**src/rtl/t9990_clock_pkg.sv**
```systemverilog
// ---------------------------------------------------------------------------
// t9990_clock_pkg
// Shared types and constants for the tiny9990 dot-clock enable generator.
//   state_t       : SYNCING while hunting for the memory slot phase, RUN after.
//   DEF_*         : default build parameters of t9990_clock_gen.
//   SRC_*         : master clock-enable source indices (21.48 / 14.32 / 25.17 MHz).
//   sel_width()   : width of a source index field, never narrower than 1 bit.
// ---------------------------------------------------------------------------
package t9990_clock_pkg;

  typedef enum logic [0:0] {
    STATE_SYNCING = 1'b0,
    STATE_RUN     = 1'b1
  } state_t;

  localparam int DEF_NUM_SRC    = 3;
  localparam int DEF_DIV_W      = 3;
  localparam int DEF_SYNC_DELAY = 2;
  localparam int DEF_TIMEOUT    = 1023;

  localparam int SRC_21M = 0;
  localparam int SRC_14M = 1;
  localparam int SRC_25M = 2;

  function automatic int sel_width(input int num_src);
    return (num_src > 1) ? $clog2(num_src) : 1;
  endfunction

endpackage

```
**src/rtl/t9990_clock_gen_if.sv**
```systemverilog
// ---------------------------------------------------------------------------
// t9990_clock_gen_if
// Bundle between the clock-enable source side (master) and the dot-clock
// generator (slave).
//   SRC_EN[NUM_SRC]   master clock-enable pulses, one per source
//   SRC_SEL           selected source index
//   DIV[DIV_W]        dot divider ratio minus 1
//   RAM_REQ           memory access slot strobe
//   CLK_MASTER_EN     selected master enable (combinational)
//   MEM_REQ           RAM_REQ passed through
//   DCLK_EN           dot-clock enable pulse
//   TG_EN             timing generator run permission
//   DCLK_PHASE        current divider count
//   LOCKED            running after a genuine alignment
//   SYNC_FAIL         sticky sync timeout flag
//   DRIFT_ERR         phase drift pulse (only with T9990_CLOCK_GEN_DRIFT_CHECK_EN)
// ---------------------------------------------------------------------------
interface t9990_clock_gen_if
  import t9990_clock_pkg::*;
#(
  parameter int NUM_SRC = DEF_NUM_SRC,
  parameter int DIV_W   = DEF_DIV_W
);
  logic [NUM_SRC-1:0]              SRC_EN;
  logic [sel_width(NUM_SRC)-1:0]   SRC_SEL;
  logic [DIV_W-1:0]                DIV;
  logic                            RAM_REQ;
  logic                            CLK_MASTER_EN;
  logic                            MEM_REQ;
  logic                            DCLK_EN;
  logic                            TG_EN;
  logic [DIV_W-1:0]                DCLK_PHASE;
  logic                            LOCKED;
  logic                            SYNC_FAIL;
`ifdef T9990_CLOCK_GEN_DRIFT_CHECK_EN
  logic                            DRIFT_ERR;
`endif

  modport master (
    output SRC_EN, SRC_SEL, DIV, RAM_REQ,
    input  CLK_MASTER_EN, MEM_REQ, DCLK_EN, TG_EN, DCLK_PHASE, LOCKED, SYNC_FAIL
`ifdef T9990_CLOCK_GEN_DRIFT_CHECK_EN
    , input DRIFT_ERR
`endif
  );

  modport slave (
    input  SRC_EN, SRC_SEL, DIV, RAM_REQ,
    output CLK_MASTER_EN, MEM_REQ, DCLK_EN, TG_EN, DCLK_PHASE, LOCKED, SYNC_FAIL
`ifdef T9990_CLOCK_GEN_DRIFT_CHECK_EN
    , output DRIFT_ERR
`endif
  );

endinterface

```
**src/rtl/t9990_clock_sync_detect.sv**
```systemverilog
// ---------------------------------------------------------------------------
// t9990_clock_sync_detect
// Selects one master clock-enable stream and detects the memory slot phase.
//   CLK, RESET_n  clock, asynchronous active-low reset
//   src_en        master enable pulses, one per source
//   src_sel       source index; indices >= NUM_SRC select nothing
//   ram_req       memory access slot strobe
//   master_en     selected enable (combinational)
//   align         selected enable seen SYNC_DELAY cycles ago coincides with ram_req
// ---------------------------------------------------------------------------
module t9990_clock_sync_detect
  import t9990_clock_pkg::*;
#(
  parameter int NUM_SRC    = DEF_NUM_SRC,
  parameter int SYNC_DELAY = DEF_SYNC_DELAY
)(
  input  logic                          CLK,
  input  logic                          RESET_n,
  input  logic [NUM_SRC-1:0]            src_en,
  input  logic [sel_width(NUM_SRC)-1:0] src_sel,
  input  logic                          ram_req,
  output logic                          master_en,
  output logic                          align
);
  localparam int SEL_W = sel_width(NUM_SRC);

  logic                  master_en_s;
  logic [SYNC_DELAY-1:0] tap_r;

  // Source mux; an index past the last source matches no entry and reads idle.
  always_comb begin
    master_en_s = 1'b0;
    for (int i = 0; i < NUM_SRC; i++) begin
      master_en_s = master_en_s | ((src_sel == SEL_W'(i)) & src_en[i]);
    end
  end

  // Delay the selected enable by the fixed lead it has over the slot strobe.
  always_ff @(posedge CLK or negedge RESET_n) begin
    if (!RESET_n) begin
      tap_r <= {SYNC_DELAY{1'b0}};
    end else begin
      tap_r[0] <= master_en_s;
      for (int i = 1; i < SYNC_DELAY; i++) begin
        tap_r[i] <= tap_r[i-1];
      end
    end
  end

  assign master_en = master_en_s;
  assign align     = tap_r[SYNC_DELAY-1] & ram_req;

endmodule

```
**src/rtl/t9990_clock_gen.sv**
```systemverilog
// ---------------------------------------------------------------------------
// t9990_clock_gen
// Dot-clock enable generator: divides the selected master enable by DIV+1,
// phase-aligned to the memory access slot, and holds the timing generator
// off until alignment (or a sync timeout forces free-run).
//   CLK, RESET_n  clock, asynchronous active-low reset
//   bus (slave)   SRC_EN/SRC_SEL/DIV/RAM_REQ in; CLK_MASTER_EN, MEM_REQ,
//                 DCLK_EN, TG_EN, DCLK_PHASE, LOCKED, SYNC_FAIL out
// Optional: define T9990_CLOCK_GEN_DRIFT_CHECK_EN to drop lock when the slot
// strobe is seen at the wrong divider phase; DRIFT_ERR then pulses once.
// ---------------------------------------------------------------------------
module t9990_clock_gen
  import t9990_clock_pkg::*;
#(
  parameter int NUM_SRC    = DEF_NUM_SRC,
  parameter int DIV_W      = DEF_DIV_W,
  parameter int SYNC_DELAY = DEF_SYNC_DELAY,
  parameter int TIMEOUT    = DEF_TIMEOUT
)(
  input logic              CLK,
  input logic              RESET_n,
  t9990_clock_gen_if.slave bus
);
  localparam int SEL_W = sel_width(NUM_SRC);
  localparam int CFG_W = SEL_W + DIV_W;
  localparam int TMO_W = $clog2(TIMEOUT + 1);

  logic             master_en_s;
  logic             align_s;
  logic             change_s;
  logic [CFG_W-1:0] cfg_r;
  state_t           state_r;
  logic [DIV_W-1:0] cnt_r;
  logic [TMO_W-1:0] tmo_r;
  logic             dclk_en_r;
  logic             tg_en_r;
  logic             locked_r;
  logic             sync_fail_r;
`ifdef T9990_CLOCK_GEN_DRIFT_CHECK_EN
  logic             drift_err_r;
`endif

  t9990_clock_sync_detect #(
    .NUM_SRC    (NUM_SRC),
    .SYNC_DELAY (SYNC_DELAY)
  ) u_sync_detect (
    .CLK       (CLK),
    .RESET_n   (RESET_n),
    .src_en    (bus.SRC_EN),
    .src_sel   (bus.SRC_SEL),
    .ram_req   (bus.RAM_REQ),
    .master_en (master_en_s),
    .align     (align_s)
  );

  // Last cycle's source/ratio; any difference from the live inputs is a change.
  always_ff @(posedge CLK or negedge RESET_n) begin
    if (!RESET_n) begin
      cfg_r <= {CFG_W{1'b0}};
    end else begin
      cfg_r <= {bus.SRC_SEL, bus.DIV};
    end
  end

  assign change_s = (cfg_r != {bus.SRC_SEL, bus.DIV});

  // Sync/run state machine with the divider and all registered outputs.
  always_ff @(posedge CLK or negedge RESET_n) begin
    if (!RESET_n) begin
      state_r     <= STATE_SYNCING;
      cnt_r       <= {DIV_W{1'b0}};
      tmo_r       <= {TMO_W{1'b0}};
      dclk_en_r   <= 1'b0;
      tg_en_r     <= 1'b0;
      locked_r    <= 1'b0;
      sync_fail_r <= 1'b0;
`ifdef T9990_CLOCK_GEN_DRIFT_CHECK_EN
      drift_err_r <= 1'b0;
`endif
    end else begin
`ifdef T9990_CLOCK_GEN_DRIFT_CHECK_EN
      drift_err_r <= 1'b0;
`endif
      if (change_s) begin
        // A config edit beats alignment and timeout: restart the hunt.
        state_r   <= STATE_SYNCING;
        cnt_r     <= bus.DIV;
        tmo_r     <= {TMO_W{1'b0}};
        dclk_en_r <= 1'b0;
        tg_en_r   <= 1'b0;
        locked_r  <= 1'b0;
      end else begin
        case (state_r)
          STATE_SYNCING: begin
            cnt_r     <= bus.DIV;
            dclk_en_r <= 1'b0;
            if (align_s) begin
              state_r     <= STATE_RUN;
              tmo_r       <= {TMO_W{1'b0}};
              tg_en_r     <= 1'b1;
              locked_r    <= 1'b1;
              sync_fail_r <= 1'b0;
            end else if (tmo_r == TMO_W'(TIMEOUT - 1)) begin
              // Give up on the slot phase and free-run; SYNC_FAIL stays set.
              state_r     <= STATE_RUN;
              tmo_r       <= {TMO_W{1'b0}};
              tg_en_r     <= 1'b1;
              locked_r    <= 1'b0;
              sync_fail_r <= 1'b1;
            end else begin
              tmo_r    <= tmo_r + TMO_W'(1);
              tg_en_r  <= 1'b0;
              locked_r <= 1'b0;
            end
          end
          STATE_RUN: begin
`ifdef T9990_CLOCK_GEN_DRIFT_CHECK_EN
            if (locked_r && align_s && (cnt_r != bus.DIV)) begin
              // Slot strobe arrived away from the reload phase: relock.
              state_r     <= STATE_SYNCING;
              cnt_r       <= bus.DIV;
              tmo_r       <= {TMO_W{1'b0}};
              dclk_en_r   <= 1'b0;
              tg_en_r     <= 1'b0;
              locked_r    <= 1'b0;
              drift_err_r <= 1'b1;
            end else
`endif
            if (master_en_s) begin
              if (cnt_r == {DIV_W{1'b0}}) begin
                dclk_en_r <= 1'b1;
                cnt_r     <= bus.DIV;
              end else begin
                dclk_en_r <= 1'b0;
                cnt_r     <= cnt_r - DIV_W'(1);
              end
            end else begin
              dclk_en_r <= 1'b0;
            end
          end
          default: begin
            state_r   <= STATE_SYNCING;
            dclk_en_r <= 1'b0;
            tg_en_r   <= 1'b0;
            locked_r  <= 1'b0;
          end
        endcase
      end
    end
  end

  assign bus.CLK_MASTER_EN = master_en_s;
  assign bus.MEM_REQ       = bus.RAM_REQ;
  assign bus.DCLK_EN       = dclk_en_r;
  assign bus.TG_EN         = tg_en_r;
  assign bus.DCLK_PHASE    = cnt_r;
  assign bus.LOCKED        = locked_r;
  assign bus.SYNC_FAIL     = sync_fail_r;
`ifdef T9990_CLOCK_GEN_DRIFT_CHECK_EN
  assign bus.DRIFT_ERR     = drift_err_r;
`endif

endmodule
```
**src/flat_wrapper.sv**
```systemverilog
// flat-port wrapper written by rule: the top's interface ports become plain ports
module t9990_clock_gen_flat import t9990_clock_pkg::*;
#(
  parameter int NUM_SRC    = DEF_NUM_SRC,
  parameter int DIV_W      = DEF_DIV_W,
  parameter int SYNC_DELAY = DEF_SYNC_DELAY,
  parameter int TIMEOUT    = DEF_TIMEOUT
)
  (CLK, RESET_n, bus_SRC_EN, bus_SRC_SEL, bus_DIV, bus_RAM_REQ, bus_CLK_MASTER_EN, bus_MEM_REQ, bus_DCLK_EN, bus_TG_EN, bus_DCLK_PHASE, bus_LOCKED, bus_SYNC_FAIL);
  t9990_clock_gen_if #(.NUM_SRC(NUM_SRC), .DIV_W(DIV_W)) bus_i ();
  input logic CLK;
  input logic RESET_n;
  input wire logic [$bits(bus_i.SRC_EN)-1:0] bus_SRC_EN;
  input wire logic [$bits(bus_i.SRC_SEL)-1:0] bus_SRC_SEL;
  input wire logic [$bits(bus_i.DIV)-1:0] bus_DIV;
  input wire logic [$bits(bus_i.RAM_REQ)-1:0] bus_RAM_REQ;
  output wire logic [$bits(bus_i.CLK_MASTER_EN)-1:0] bus_CLK_MASTER_EN;
  output wire logic [$bits(bus_i.MEM_REQ)-1:0] bus_MEM_REQ;
  output wire logic [$bits(bus_i.DCLK_EN)-1:0] bus_DCLK_EN;
  output wire logic [$bits(bus_i.TG_EN)-1:0] bus_TG_EN;
  output wire logic [$bits(bus_i.DCLK_PHASE)-1:0] bus_DCLK_PHASE;
  output wire logic [$bits(bus_i.LOCKED)-1:0] bus_LOCKED;
  output wire logic [$bits(bus_i.SYNC_FAIL)-1:0] bus_SYNC_FAIL;
  assign bus_i.SRC_EN = bus_SRC_EN;
  assign bus_i.SRC_SEL = bus_SRC_SEL;
  assign bus_i.DIV = bus_DIV;
  assign bus_i.RAM_REQ = bus_RAM_REQ;
  assign bus_CLK_MASTER_EN = bus_i.CLK_MASTER_EN;
  assign bus_MEM_REQ = bus_i.MEM_REQ;
  assign bus_DCLK_EN = bus_i.DCLK_EN;
  assign bus_TG_EN = bus_i.TG_EN;
  assign bus_DCLK_PHASE = bus_i.DCLK_PHASE;
  assign bus_LOCKED = bus_i.LOCKED;
  assign bus_SYNC_FAIL = bus_i.SYNC_FAIL;
  t9990_clock_gen #(.NUM_SRC(NUM_SRC), .DIV_W(DIV_W), .SYNC_DELAY(SYNC_DELAY), .TIMEOUT(TIMEOUT)) u_core (.CLK(CLK), .RESET_n(RESET_n), .bus(bus_i));
endmodule
```
**config.mk**
```make
export PLATFORM = sky130hd
export DESIGN_NAME = t9990_clock_gen_flat
export DESIGN_NICKNAME = d
export VERILOG_FILES = /design/src/rtl/t9990_clock_pkg.sv /design/src/rtl/t9990_clock_gen_if.sv /design/src/rtl/t9990_clock_sync_detect.sv /design/src/rtl/t9990_clock_gen.sv /design/src/flat_wrapper.sv
export SDC_FILE = /design/constraint.sdc
export NUM_CORES = 1
export LEC_CHECK = 0
export ABC_AREA = 1
export BUFFER_PORTS_ARGS = -buffer_cell sky130_fd_sc_hd__buf_2
export CAP_MARGIN = 10
export CORE_MARGIN = 1.5
export CORE_UTILIZATION = 30
export CTS_CLUSTER_DIAMETER = 100
export DETAILED_ROUTE_END_ITERATION = 16
export PLACE_DENSITY_LB_ADDON = 0.12
export SLEW_MARGIN = 10
export SYNTH_ARGS = -nofsm -noshare
export SYNTH_HDL_FRONTEND = slang
export SYNTH_HIERARCHICAL = 1
export SYNTH_SLANG_ARGS = --single-unit
```
**constraint.sdc**
```tcl
create_clock -name CLK -period 3.45 [get_ports CLK]
set_input_delay 0.345 -clock CLK [delete_from_list [all_inputs] [get_ports CLK]]
set_output_delay 0.345 -clock CLK [all_outputs]
set_load 0.005 [all_outputs]
```
==> flow_metrics.py <==
metrics = {
    "cells_and_area": {
        "area_delta_synth_final_pct": 13.9,
        "fill_cells": 536,
        "final_common_cell": "nand2_1",
        "layout-drive-gt1-share_pct": 20.8,
        "mostFrequentLayoutCells": "nand2_1 (75), inv_1 (25), dfrtp_1 (25), buf_2 (19), nand3_1 (16)",
        "final_net_count": 228,
        "antenna_cells": 0,
        "final_cell_count_no_fill": 279,
        "utilization_pct": 35.6,
    },
    "timing": {
        "grt_setup_unrepaired": "no",
        "drv_slew": 0,
        "setup_viol_count_final": 0,
        "fmax_mhz": 701,
        "fin_crit_ns": 1.43,
        "slew_headroom_pct": 61.0,
        "finClkSkew_ns": 0.00162,
        "fin_hold_ws_ns": 0.0705,
        "period_share_pct": 41.3,
        "worstMarginPinSlew_ns": 0.584,
        "tns_ns": 0,
        "finalWorstSetupSlack_ns": 2.02,
        "hold_viol": 0,
    },
    "critical_path": {
        "slowest_delay_ns": 0.40,
        "critPathRequiredTime_ns": 3.66,
        "cp_data_arrival_time_ns": 1.63,
        "worst_path_most_repeated_cell": "nand2_1",
        "critPathCaptureType": "register",
        "path_cells": "inv_1, ha_1, nand2_1, o21ai_0, nand2_1, nand2_1, nand2_1, nand2_1, nand2_1, nand2_1",
        "start_kind": "register",
        "slowest_stage": "dfrtp_1",
        "r2r-start": "u_core/bus.DCLK_PHASE[0]$_DFFE_PN0P_",
        "crit_buf_inv": 1,
        "worstSetupPathType": "reg2reg",
        "crit_family": "simple AND/OR/NAND/NOR gates",
        "setup.worst_path.start": "u_core/bus.DCLK_PHASE[0]$_DFFE_PN0P_",
        "crit_fanout": 5,
    },
    "route": {
        "ant_nets": 0,
        "drc": 0,
        "vias_per_cell": 4.18,
        "drt_iter0_drc": 68,
        "drt_pre_antenna_iters": 4,
        "vias": 1167,
        "wl_per_cell_um": 9.98,
        "routed_wl_um": 2780,
    },
    "logic_synthesis": {
        "syn_area_um2": 1480,
        "syn_area_per_cell_um2": 7.72,
        "seq_area_frac_synth_pct": 42.4,
        "syn_nets": 206,
        "synth_cells": 191,
        "ys_ff_latch": 25,
        "yosys_warnings": 6,
        "post_synth_num_cell_types": 24,
        "synth_top_area_share_pct": 42.4,
        "synth_area_leaders": "dfrtp_1 (42%), nand2_1 (19%), inv_1 (6.4%)",
        "yosys.area.top_type": "dfrtp_1",
    },
    "global_route": {
        "grt_pass1_wl_um": 4960,
        "grt-ovfl-total": 0,
        "grt_pass1_vias": 1120,
        "antenna_found_initial": 0,
        "grt_max_degree": 26,
        "grt_usage_pct": 11.9,
    },
    "job": {
        "cap_violations": 0,
    },
    "die": {
        "io_pins": 20,
        "dieWidth_um": 73.1,
        "num_rows": 25,
        "die_y_um": 73.1,
        "core_area_um2": 4720,
        "die-area_um2": 5350,
        "start_util_pct": 31.2,
    },
    "clock_network": {
        "clk_latency_ns": 0.26,
        "post_cts_resized": 0,
        "clockBufferDepth": 2,
        "post_cts_buffers": 0,
        "clk_pin_slew_ns": 0.09,
        "numCtsBuffers": 3,
        "htree_levels": 1,
        "cts_root_buf": "clkbuf_8",
        "cts_num_sinks": 25,
        "ctsHoldBuffers": 0,
        "cts_tree": "built",
    },
    "run_status": {
        "status": "finished, final reports clean",
    },
    "placement": {
        "port_buffers": 19,
        "dp_slack_ns": 1.96,
        "gp_congestion": 0.710,
        "place.detailed.hpwl_um": 2090,
        "dp_cells": 275,
    },
    "power": {
        "vdd_drop_max_mv": 0.118,
        "pwr_density_cell_nw_per_um2": 333,
        "power_leakage_nw": 0.874,
    },
    "min_path": {
        "hold_class": "in2async",
    },
}
where the power goes:
group          internal [mW]  switching (mW)
logic                 0.0274          0.0480
registers              0.304         0.00674
clock network         0.0826          0.0911
cells by family (layout without fill, tap and decap cells):
group           after synthesis  count (layout)  synth area share (%)
compound gates               13              13                  5.85
xor+xnor                      7               7                  4.16
fa+ha+maj                     4               4                  3.39
buf+inv                      30              51                  8.40
flops                        25              25                  42.4
simple gates                112             112                  35.8
layout make-up:
type | instances | area, um^2 | share of cell area, %
flip-flops and latches | 25 | 626 | 37.2
inverters | 28 | 105 | 6.25
repair buffers | 19 | 95.1 | 5.66
well taps | 67 | 83.8 | 4.99
clock buffers | 4 | 45.0 | 2.68
multi-input cells | 136 | 726 | 43.2
synth_stat cells:
| library cell | number |
|---|---|
| a21o_1 | 1 |
| buf_4 | 1 |
| buf_6 | 1 |
| dfrtp_1 | 25 |
| ha_1 | 4 |
| inv_1 | 25 |
| inv_2 | 3 |
| nand2_1 | 75 |
| nand2_2 | 4 |
| nand2_4 | 1 |
| nand3_1 | 16 |
| nand3_2 | 2 |
| nand3_4 | 1 |
| nand4_1 | 1 |
| nor2_1 | 5 |
| nor2_2 | 2 |
| nor2_4 | 3 |
| nor3_1 | 1 |
| nor3_4 | 1 |
| o21ai_0 | 5 |
| o21ai_1 | 2 |
| o21ai_2 | 5 |
| xnor2_1 | 3 |
| xor2_1 | 4 |
worst paths after layout:
| path | to | slack, ns | depth (start not counted) |
|---|---|---|---|
| min in group CLK | u_core/cfg_r[4]$_DFF_PN0_ | 0.24 | 1 |
| worst max register to register | u_core/bus.DCLK_PHASE[1]$_DFFE_PN0P_ | 2.02 | 10 |
| worst min register to register | u_core/u_sync_detect/tap_r[1]$_DFF_PN0_ | 0.35 | 0 |
| max in group asynchronous | u_core/bus.DCLK_PHASE[1]$_DFFE_PN0P_ | 3.00 | 1 |
| worst min-delay path | u_core/bus.TG_EN$_DFFE_PN0P_ | 0.07 | 1 |
| worst max-delay path | u_core/bus.DCLK_PHASE[1]$_DFFE_PN0P_ | 2.02 | 10 |
registers in the layout (all words and copies together), names as in the netlist:
register,cells
u_core/bus.SYNC_FAIL,1
u_core/state_r,1
u_core/tmo_r,10
u_core/bus.DCLK_EN,1
u_core/cfg_r,5
u_core/bus.LOCKED,1
u_core/bus.DCLK_PHASE,3
u_core/u_sync_detect/tap_r,2
u_core/bus.TG_EN,1
per-layer routing:
| layer | track usage, % | up-vias | wire length, um |
|---|---|---|---|
| li1 | - | 631 | - |
| met1 | 15.6 | 520 | 1470 |
| met2 | 19.8 | 12 | 1210 |
| met3 | 2.07 | 4 | 72 |
| met4 | 3.77 | 0 | 29 |
| met5 | 0 | - | 0 |
metrics by stage:
stage	cell area (um^2)	total power [mW]
floorplan	1480	0.363
global placement	1640	0.394
detailed placement	1640	0.394
CTS	1680	0.578
global route	1680	0.595
finish	1680	0.560
(Power assumes the default switching activity.)
